==> src/rtl/fetch_stage.sv <==
// RV32I instruction fetch stage: owns the PC, addresses inst_mem and feeds a
// valid/ready fetch/decode register. Misaligned redirect targets halt fetch in TRAP.
module fetch_stage #(
    parameter int          ADDR_WIDTH = 12,
    parameter logic [31:0] RESET_PC   = 32'h0
) (
    input  logic                  clk,
    input  logic                  rst,
    output logic [ADDR_WIDTH-1:0] imem_addr,
    input  logic [31:0]           imem_rdata,
    input  logic                  redirect_valid,
    input  logic [31:0]           redirect_pc,
    output logic                  id_valid,
    input  logic                  id_ready,
    output logic [31:0]           id_instr,
    output logic [31:0]           id_pc,
    output logic                  trap_misalign,
    output logic [31:0]           fetch_count
);

    typedef enum logic [1:0] {
        BOOT = 2'd0,
        RUN  = 2'd1,
        TRAP = 2'd2
    } state_t;

    localparam logic [31:0] NOP = 32'h00000013;

    state_t      state;
    logic [31:0] pc;
    logic        load;
    logic        redirect_misaligned;

    // Addresses beyond the memory size simply alias through the slice.
    assign imem_addr           = pc[ADDR_WIDTH+1:2];
    assign load                = !id_valid || id_ready;
    assign redirect_misaligned = (redirect_pc[1:0] != 2'b00);

    always_ff @(posedge clk or posedge rst) begin
        if (rst) begin
            state         <= BOOT;
            pc            <= RESET_PC;
            id_valid      <= 1'b0;
            id_instr      <= NOP;
            id_pc         <= 32'h0;
            trap_misalign <= 1'b0;
            fetch_count   <= 32'h0;
        end else begin
            case (state)
                BOOT, RUN: begin
                    // A redirect always wins, even over a stalled or consumed id entry.
                    if (redirect_valid && redirect_misaligned) begin
                        id_valid      <= 1'b0;
                        trap_misalign <= 1'b1;
                        state         <= TRAP;
                    end else if (redirect_valid) begin
                        pc       <= redirect_pc;
                        id_valid <= 1'b0;
                        state    <= RUN;
                    end else if (state == RUN && load) begin
                        id_instr    <= imem_rdata;
                        id_pc       <= pc;
                        id_valid    <= 1'b1;
                        pc          <= pc + 32'd4;
                        fetch_count <= fetch_count + 32'd1;
                    end else if (state == BOOT) begin
                        state <= RUN;
                    end
                end
                TRAP: begin
                    if (redirect_valid && !redirect_misaligned) begin
                        pc            <= redirect_pc;
                        trap_misalign <= 1'b0;
                        state         <= RUN;
                    end
                end
                default: begin
                    state <= BOOT;
                end
            endcase
        end
    end

endmodule

==> config.mk <==
export PLATFORM = sky130hd
export DESIGN_NAME = fetch_stage
export DESIGN_NICKNAME = d
export VERILOG_FILES = /design/src/rtl/fetch_stage.sv
export SDC_FILE = /design/constraint.sdc
export NUM_CORES = 1
export LEC_CHECK = 0
export CORE_MARGIN = 3
export CORE_UTILIZATION = 31
export CTS_CLUSTER_SIZE = 10
export DETAILED_ROUTE_END_ITERATION = 12
export SETUP_SLACK_MARGIN = 0.5
export SLEW_MARGIN = 20
export SYNTH_ARGS = -nofsm -noshare
export SYNTH_HDL_FRONTEND = slang
export SYNTH_SLANG_ARGS = --single-unit
==> constraint.sdc <==
create_clock -name clk -period 5.4 [get_ports clk]
set_input_delay 1.62 -clock clk [delete_from_list [all_inputs] [get_ports clk]]
set_output_delay 1.62 -clock clk [all_outputs]
set_load 0.005 [all_outputs]
==> flow_results.org <==
** Status
- The run finished with clean final reports.

** Logic synthesis
- Multiplexer share of the synthesized area :: 1.50%
- In the synthesized netlist, the cells that appear most often are nand2_1 (231), dfrtp_1 (129), nand3_1 (36).
- Synthesis instantiated 55 different standard cells from the library.
- Among all flip-flop cells after synthesis, the most frequent one is dfrtp_1.
- By area, the combinational part of the netlist is dominated by simple AND/OR/NAND/NOR gates.
- Post-Synth Adder-Cell Area :: 0.406%
- In this run, synthesis produced a sequential element count of 132.
- Combined area of all synthesized cells :: 0.00616 sq mm
- Counting flops with an async set or reset pin after synthesis yields a share of 100%.
- The synthesized design spends more area on one cell type than any other, namely dfrtp_1.
- Compound-Gate Fraction of Synth Area :: 8.35%
- Synth area leaders :: dfrtp_1 (52%), nand2_1 (14%), nand3_1 (2.9%)
- In this run, synthesis inferred 0 flip-flops with an integrated enable.
- Of the total synthesized cell area, the portion taken by XOR and XNOR cells is 4.41%.
- Cell count after synthesis :: 678
- Fraction of the yosys area taken by sequential cells :: 53.7%
- Synthesis produced a netlist with a net count of 748.
- After synthesis, the largest area contributor takes up 52.4% of total cell area.
- In this run the mean area of a mapped cell was 9.09 sq um.
- Among all cell types in the netlist, the one instantiated most often is nand2_1.
- The synthesized netlist devotes 27.7% of its cell area to simple gates.
- Yosys warnings :: 0

** Place
- Detailed placement finished with a half-perimeter wire length of 12100 um.
- IO buf count :: 177
- Area after detailed placement :: 0.00815 sq mm
- The congestion estimate from routability-driven global placement came to 0.771.

** Power and ir drop
- Power density over the cells :: 487 mW/mm^2
- Switching share of total power :: 32.0%
- P_sw :: 0.00137 W
- The worst-case IR drop observed on VDD is 0.243 mV.
- Sequential cells account for 39.5% of the total power.
- Internal power summed over all cells :: 0.00291 W
- In this run the static leakage power is 3.86 nW.
- Relative contribution of combinational cells to total power :: 31.8%
- Share of power burned in the clock network :: 28.7%

** Drt
- After detailed routing, the average wire length per cell comes to 15.6 um.
- DR DRC count :: 0
- After detailed routing, the number of vias per cell comes to 4.70.
- The final layout contains routed wiring with a total length of 17300 um.
- Detail Route Antenna Nets :: 0
- For this run, the detailed router's first-pass iteration total came to 4.
- In this run, the number of DRC markers left after iteration 0 of detailed routing was 340.
- For this block, the via count after detailed routing is 5226.

** Setup path
- Kind of start point of the critical path :: input pin
- The worst register-to-register path begins at state[0].
- In this run the worst path has a maximum fanout of 36.
- The worst register-to-register path has a depth of 6.
- The worst setup path is of the in -> reg kind.
- CP endpoint kind :: flop
- In this run the worst setup path begins at redirect_valid.
- For flop-to-flop paths, the worst setup slack is 3.03 ns.
- The slowest stage of the critical path belongs to the cell and3_2.
- End of the worst register-to-register path :: pc[22]
- At the worst endpoint, the required time is 5.74 ns.
- STA puts the critical path data arrival time at 4.05 ns.
- For this run, the slowest stage of the critical path takes 0.75 ns.
- Critical path endpoint :: fetch_count[18]
- The signal on the critical path passes through clkdlybuf4s50_1, nor2_2, and3_2, nand3_1, nor2b_1, xor2_1.

** GRT
- Total global routing track utilization :: 16.3%
- The first global-routing pass estimated 28300 um of wire.
- Entering global routing, the biggest net connects 75 pins.
- After global routing the overflow that remains totals 0.
- Vias in the first global route :: 5213
- The initial antenna violation count came to 0.

** Min path
- Min-Delay Startpoint :: id_instr[4]
- Kind of path behind the tightest hold check :: reg -> reg

** Clocking
- The root buffer cell chosen for the clock tree is clkbuf_16.
- Post-CTS setup buffer count :: 0
- Clock tree synthesis inserted a total of 17 buffers.
- TritonCTS built the clock tree.
- In this run the deepest clock path goes through 2 buffers.
- The later pin in the worst-skew pair is clocked with a latency of 0.42 ns.
- For this design, the CTS-stage hold fixing added 0 buffers.
- Clock-pin slew was measured on the worst setup and hold paths at 0.06 ns.
- H-tree depth reported by CTS :: 4
- Number of clock sinks :: 132
- Cells resized by post-CTS repair :: 0

** Layout
- After the last flow step, the layout net total stands at 911.
- ANT cells :: 0
- Synthesis-to-finish area growth :: 42.4%
- Cell area after layout :: 0.00877 sq mm
- Of the cells placed in the final design, the portion with a size suffix greater than 1 is 7.50%.

** Floorplan
- Die height :: 147 um
- Full die area :: 0.0216 sq mm
- After floorplanning, the core was divided into 50 placement rows.
- Initial cell density of the core :: 32.3%
- Top-level I/O count :: 178
- In this run the horizontal extent of the chip is 147 um.
- In this run the standard cell core region covers 0.0191 sq mm.

** STA
- Post-route clock period utilization :: 68.6%
- Max Fclk :: 0.270 GHz
- Setup repair after global routing missed its margin :: false
- Measured against its own limit, the worst slew margin works out to 37.7%.
- For the final routed database, the setup TNS stands at 0 ns.
- Count of endpoints failing hold in the final timing report :: 0
- Max Clock Skew :: 0.00784 ns
- Setup violations remaining at the end of the flow were counted as 0.
- Least-Margin Pin Slew :: 0.935 ns
- Number of pins exceeding their max-slew limit in the final report :: 0
- Subtracting the final worst setup slack from the clock period gives 3.71 ns.

** Job
- # Max-Cap Violations :: 0
## registers in the layout, indices dropped and copies added (netlist names)
signal / count
fetch_count: 32
id_instr: 32
id_pc: 32
id_valid: 1
pc: 32
state: 2
trap_misalign: 1
## cells in the final DEF (no fill, tap or decap), drive strengths merged, types with 6 or more instances in the layout
cell           netlist  layout
nand2              231     231
clkdlybuf4s50        0     177
dfrtp              129     129
nand3               37      37
a21oi               30      30
nor2                27      27
xnor2               18      18
clkbuf              20      18
o21ai               15      15
nor3                14      14
nand4               14      14
xor2                13      13
inv                  9       9
nor4                 9       9
and2                 9       9
nand2b               8       8
buf                 21       8
o22ai                7       7
mux2i                7       7
and4                 6       6
or4                  6       6
## critical path, delay by kind of cell
kind | cells | cell delay, ns
simple gates | 4 | 1.66
buf+inv | 1 | 0.62
xor+xnor | 1 | 0.15
## cell type report
cell class	count	area, sq um
inverters	9	37.5
fillers	1839	10300
repair buffers	185	1860
clock buffers	18	439
clock inverters	13	183
multi-input cells	496	2620
well taps	260	325
flip-flops and latches	132	3310
## power by group through the flow
| stage | Clock (W) | Combinational [W] | Sequential [W] |
|---|---|---|---|
| final | 0.00123 | 0.00136 | 0.00169 |
| after global routing | 0.00130 | 0.00152 | 0.00176 |
| after floorplan | 0 | 0.000658 | 0.00163 |
| after CTS | 0.00126 | 0.00138 | 0.00169 |
| after global placement | 0 | 0.00136 | 0.00170 |
| after detailed placement | 0 | 0.00138 | 0.00170 |
## per-stage QoR
step	setup slack (ns)	instances	power, W	hold slack, ns	util [%]
2_1_floorplan	2.15	678	0.00229	0.430	-
3_3_place_gp	1.31	1082	0.00307	0.445	42.7
3_5_place_dp	1.24	1082	0.00308	0.452	42.7
4_1_cts	1.67	1113	0.00433	0.459	46.0
5_1_grt	1.32	1113	0.00457	0.471	46.0
6_report	1.69	1113	0.00428	0.460	46.0
## logic make-up after synthesis
kind of cell,Yosys count
compound gates,82
xor+xnor,31
fa+ha+maj,2
buf+inv,50
flops,132
mux,9
simple gates,372
## how the worst min path moves through the flow
stage               slack [ns]  cells past startpoint     endpoint
global route              0.47                      2  id_instr[1]
global placement          0.44                      2  id_instr[4]
finish                    0.46                      2  id_instr[4]
detailed placement        0.45                      2  id_instr[1]
floorplan                 0.43                      2     id_pc[0]
CTS                       0.46                      2  id_instr[1]
## routing by layer
layer | vias to the layer above | share of wire (%) | track usage [%]
li1 | 2619 | - | -
met1 | 2479 | 46 | 21.9
met2 | 119 | 47 | 25.4
met3 | 9 | 6.1 | 4.97
met4 | 0 | 0.84 | 5.27
met5 | - | 0 | 0
Power figures use the tool's default switching activity.
==> RTL change 1, RTL diff (config.mk and constraints unchanged) <==
The parameter `ADDR_WIDTH` goes from 12 to 13.
--- a/src/rtl/fetch_stage.sv
+++ b/src/rtl/fetch_stage.sv
@@ -2,5 +2,5 @@
 // valid/ready fetch/decode register. Misaligned redirect targets halt fetch in TRAP.
 module fetch_stage #(
-    parameter int          ADDR_WIDTH = 12,
+    parameter int          ADDR_WIDTH = 13,
     parameter logic [31:0] RESET_PC   = 32'h0
 ) (
Ports: changed (resized imem_addr); port bits go from 178 to 179. No check against the original RTL was run, so the function may have changed too.
==> RTL change 1 against the unedited design <==
  * Setup slack better by 0.074 ns
  * Clock power is 18% lower
  * Final area shrank 1.3%
  * Wire length increased by 1.6%
  * Via count increased by 1.4%
  * Area after synthesis increased by 0.12%
  * Sequential cell count unchanged
  * Register-to-register slack got worse by 0.03 ns
  * Power shrank 4.9%
==> RTL change 1: results (changes against the unedited design) <==
{| class="wikitable"
! Metric !! Value
|-
| Result of the run || complete, no violations
|-
| Worst R2R Setup Slack || 3.00 ns (-0.03 ns)
|-
| Count of port buffers added during placement || 178 (+0.56%)
|-
| WL met2 || 7958 um (-2.7%)
|-
| HPWL after detailed placement || 12350 um (+1.7%)
|-
| Fraction of final layout cells sized beyond drive strength 1 || 0.07468 (-0.0003502)
|-
| Met3 track demand over resource || 0.04935 (-0.0003085)
|-
| Pin count of the biggest net entering global routing || 48 (-36%)
|-
| Number of cells in the design after placement || 1085 (+0.28%)
|-
| Synthesized-area fraction occupied by xor and xnor cells || 0.04403 (-0.00005366)
|-
| Net total in the final layout || 914 (+0.33%)
|-
| M1 wire length || 8224 um (+3.6%)
|-
| IR drop worst, VDD || 0.0002475 V (+1.8%)
|-
| Wire length on met3 || 960 um (-9.0%)
|-
| Share of cell area taken by flip-flops and latches || 0.3820 (+0.005013)
|-
| Number of clock buffers in the layout || 20 (+2)
|-
| Detailed-route wire length per cell || 15.74 um (+1.1%)
|-
| Vias/cell || 4.740 (+0.94%)
|-
| Compound-cell area share of the yosys netlist || 0.08338 (-0.0001016)
|-
| GR Util met2 || 0.2528 (-0.001672)
|-
| Max FO, Critical Path || 12 (-67%)
|-
| Total internal power || 0.002709 W (-6.9%)
|-
| Worst path arrival time || 3.93 ns (-0.12 ns)
|-
| Ranking of synthesized cells by area || dfrtp_1 (52%), nand2_1 (14%), nand3_1 (2.9%), xnor2_1 (2.6%), a21oi_1 (2.4%)
|-
| Total track usage || 0.1661 (+0.002827)
|-
| Part of the total power dissipated in combinational logic || 0.335 (+0.017)
|-
| Fillers || 1927 (+4.8%)
|-
| Slowest Stage Delay on Critical Path || 0.60 ns (-0.15 ns)
|-
| Skew final || 0.006869 ns (-0.0009668 ns)
|-
| Slew of the pin with the lowest slew margin || 0.9293 ns (-0.005808 ns)
|-
| Number of nets in the synthesized netlist || 749 (+0.13%)
|-
| First-pass GRT wire length || 28860 um (+2.0%)
|-
| Antenna fix cells || 1 (+1)
|-
| Met1 demand-to-capacity share in global routing || 0.2246 (+0.006104)
|-
| Sequential fraction of the synthesis area || 0.5362 (-0.0006535)
|-
| Antenna violations before repair || 2 (+2)
|}
==> RTL change 1: stage by stage <==
stage	util	worst slack (ns)	total power, W
finish	0.4522	1.768	0.004067
global route	0.4522	1.596	0.004358
CTS	0.4521	1.782	0.004120
detailed placement	0.4258	1.333	0.003083
global placement	0.4258	1.367	0.003071
floorplan	-	2.145	0.002295
==> RTL change 1: worst paths after layout <==
kind,from,to,cells after the start
worst max-delay path,redirect_valid,fetch_count[25]$_DFFE_PP0P_,6
worst min-delay path,id_instr[4]$_DFFE_PP1P_,id_instr[4]$_DFFE_PP1P_,2
worst max register to register,pc[2]$_DFFE_PP0P_,pc[26]$_DFFE_PP0P_,6
worst min register to register,id_instr[4]$_DFFE_PP1P_,id_instr[4]$_DFFE_PP1P_,2
max in group asynchronous,rst,id_pc[17]$_DFFE_PP0P_,3
min in group asynchronous,rst,id_pc[24]$_DFFE_PP0P_,2
==> RTL change 2, RTL diff (config.mk and constraints unchanged) <==
Made on the original files. Re-encode `state_t` (3 states) as one-hot, 3 bits wide.
--- a/src/rtl/fetch_stage.sv
+++ b/src/rtl/fetch_stage.sv
@@ -19,8 +19,8 @@
 );
 
-    typedef enum logic [1:0] {
-        BOOT = 2'd0,
-        RUN  = 2'd1,
-        TRAP = 2'd2
+    typedef enum logic [2:0] {
+        BOOT = 3'b001,
+        RUN  = 3'b010,
+        TRAP = 3'b100
     } state_t;
 
Check against the original RTL: no difference found for any inputs over 4 cycles, from zero or initial values and one cycle with rst high; so few cycles prove little.
==> RTL change 2 against the unedited design <==
  * Via count up 2.1%
  * Non-clock buffer count is 1 lower
  * Register-to-register slack worse by 0.21 ns
  * Area after synthesis up 1.0%
  * Power rose by 3.5%
  * Wire length up 1.2%
  * Highest routed layer unchanged
  * Sequential cell count up 1
  * Critical endpoint is now pc[5]$_DFFE_PP0P_
  * Synthesized cell count is 0.29% higher
  * Final area is 0.88% higher
  * Setup slack worse by 0.065 ns
==> RTL change 2: results (changes against the unedited design) <==
{| class="wikitable"
! Metric !! Value
|-
| Cell count after synthesis || 680 (+0.29%)
|-
| Setup slack after placement || 1.212 ns (-0.02931 ns)
|-
| Post-detailed-routing wire length || 17530 um (+1.2%)
|-
| Ranking of synthesized cells by area || dfrtp_1 (52%), nand2_1 (14%), xnor2_1 (2.7%), xor2_1 (2.4%), a21oi_1 (2.3%)
|-
| Cell area reported after detailed placement || 0.008178 mm^2 (+0.34%)
|-
| Fillers || 1936 (+5.3%)
|-
| Fraction of final layout cells sized beyond drive strength 1 || 0.07067 (-0.004358)
|-
| Number of nets in the synthesized netlist || 750 (+0.27%)
|-
| IR drop worst, VDD || 0.0002308 V (-5.1%)
|-
| GR Util met2 || 0.2546 (about the same)
|-
| Met3 track demand over resource || 0.05181 (+0.002148)
|-
| Sequential fraction of the synthesis area || 0.5358 (-0.001067)
|-
| Result of the run || complete, no violations
|-
| Number of global-route vias before repair || 5303 (+1.7%)
|-
| Worst path arrival time || 4.06 ns (about the same)
|-
| Skew final || 0.008227 ns (+0.0003920 ns)
|-
| Pin count of the biggest net entering global routing || 60 (-20%)
|-
| Routability-driven placement congestion ratio || 0.8077 (+4.8%)
|-
| Slowest Stage Delay on Critical Path || 0.71 ns (-0.04 ns)
|-
| Static leakage || 3.941 nW (+2.0%)
|-
| Min-delay worst type || reg -> reg
|-
| Routed vias || 5334 (+2.1%)
|-
| Met1 demand-to-capacity share in global routing || 0.2255 (+0.006993)
|-
| Net total in the final layout || 906 (-0.55%)
|-
| Distinct cell type count after synthesis || 58 (+5.5%)
|-
| Leading cell types by count after synthesis || nand2_1 (233), dfrtp_1 (129), a21oi_1 (28), nor2_1 (25), o21ai_0 (25)
|-
| Violation count after the first detailed-routing iteration || 280 (-18%)
|-
| First-pass GRT wire length || 28760 um (+1.6%)
|-
| Detailed-route wire length per cell || 15.73 um (+1.1%)
|}
[RTL change 2: worst min-delay path, cell delays in order (launching register included)]
cell	delay, ns
dfstp_2	0.36
nand2_1	0.05
nand2_1	0.04
[RTL change 2: cells by family after synthesis]
group,Yosys count,synth area share
buf+inv,55,0.04324
mux,5,0.008447
simple gates,352,0.2590
xor+xnor,36,0.05068
fa+ha+maj,2,0.004022
compound gates,97,0.09875
flops,133,0.5358
[RTL change 2: worst paths after layout]
| kind | start | to | slack [ns] | depth (start not counted) |
|---|---|---|---|---|
| worst min register to register | id_instr[4]$_DFFE_PP1P_ | id_instr[4]$_DFFE_PP1P_ | 0.46 | 2 |
| min in group asynchronous | rst | fetch_count[7]$_DFFE_PP0P_ | 1.51 | 2 |
| worst max-delay path | redirect_valid | pc[5]$_DFFE_PP0P_ | 1.63 | 6 |
| worst max register to register | state[1]$_DFFE_PP0P_ | pc[5]$_DFFE_PP0P_ | 2.82 | 5 |
| worst min-delay path | id_instr[4]$_DFFE_PP1P_ | id_instr[4]$_DFFE_PP1P_ | 0.46 | 2 |
| max in group asynchronous | rst | pc[1]$_DFFE_PP0P_ | 3.15 | 3 |
[RTL change 2: layer usage]
metal	share of wire	vias up
met5	0	-
met4	0.010	0
met3	0.062	14
met2	0.47	144
met1	0.46	2557
li1	-	2619
[RTL change 2: power breakdown]
group | internal, W | switching [W] | leakage (nW)
sequential | 0.00136 | 0.000359 | 1.70
clock | 0.000877 | 0.000437 | 0.315
combinational | 0.000784 | 0.000608 | 1.92
[RTL change 2: area by class of cell]
cell class              count  area [um^2]  area share
clock inverters            13        229.0     0.02587
inverters                   8        33.78    0.003817
flip-flops and latches    133         3333      0.3766
repair buffers            184         1849      0.2090
multi-input cells         492         2630      0.2972
clock buffers              19        442.9     0.05005
well taps                 265        331.6     0.03747
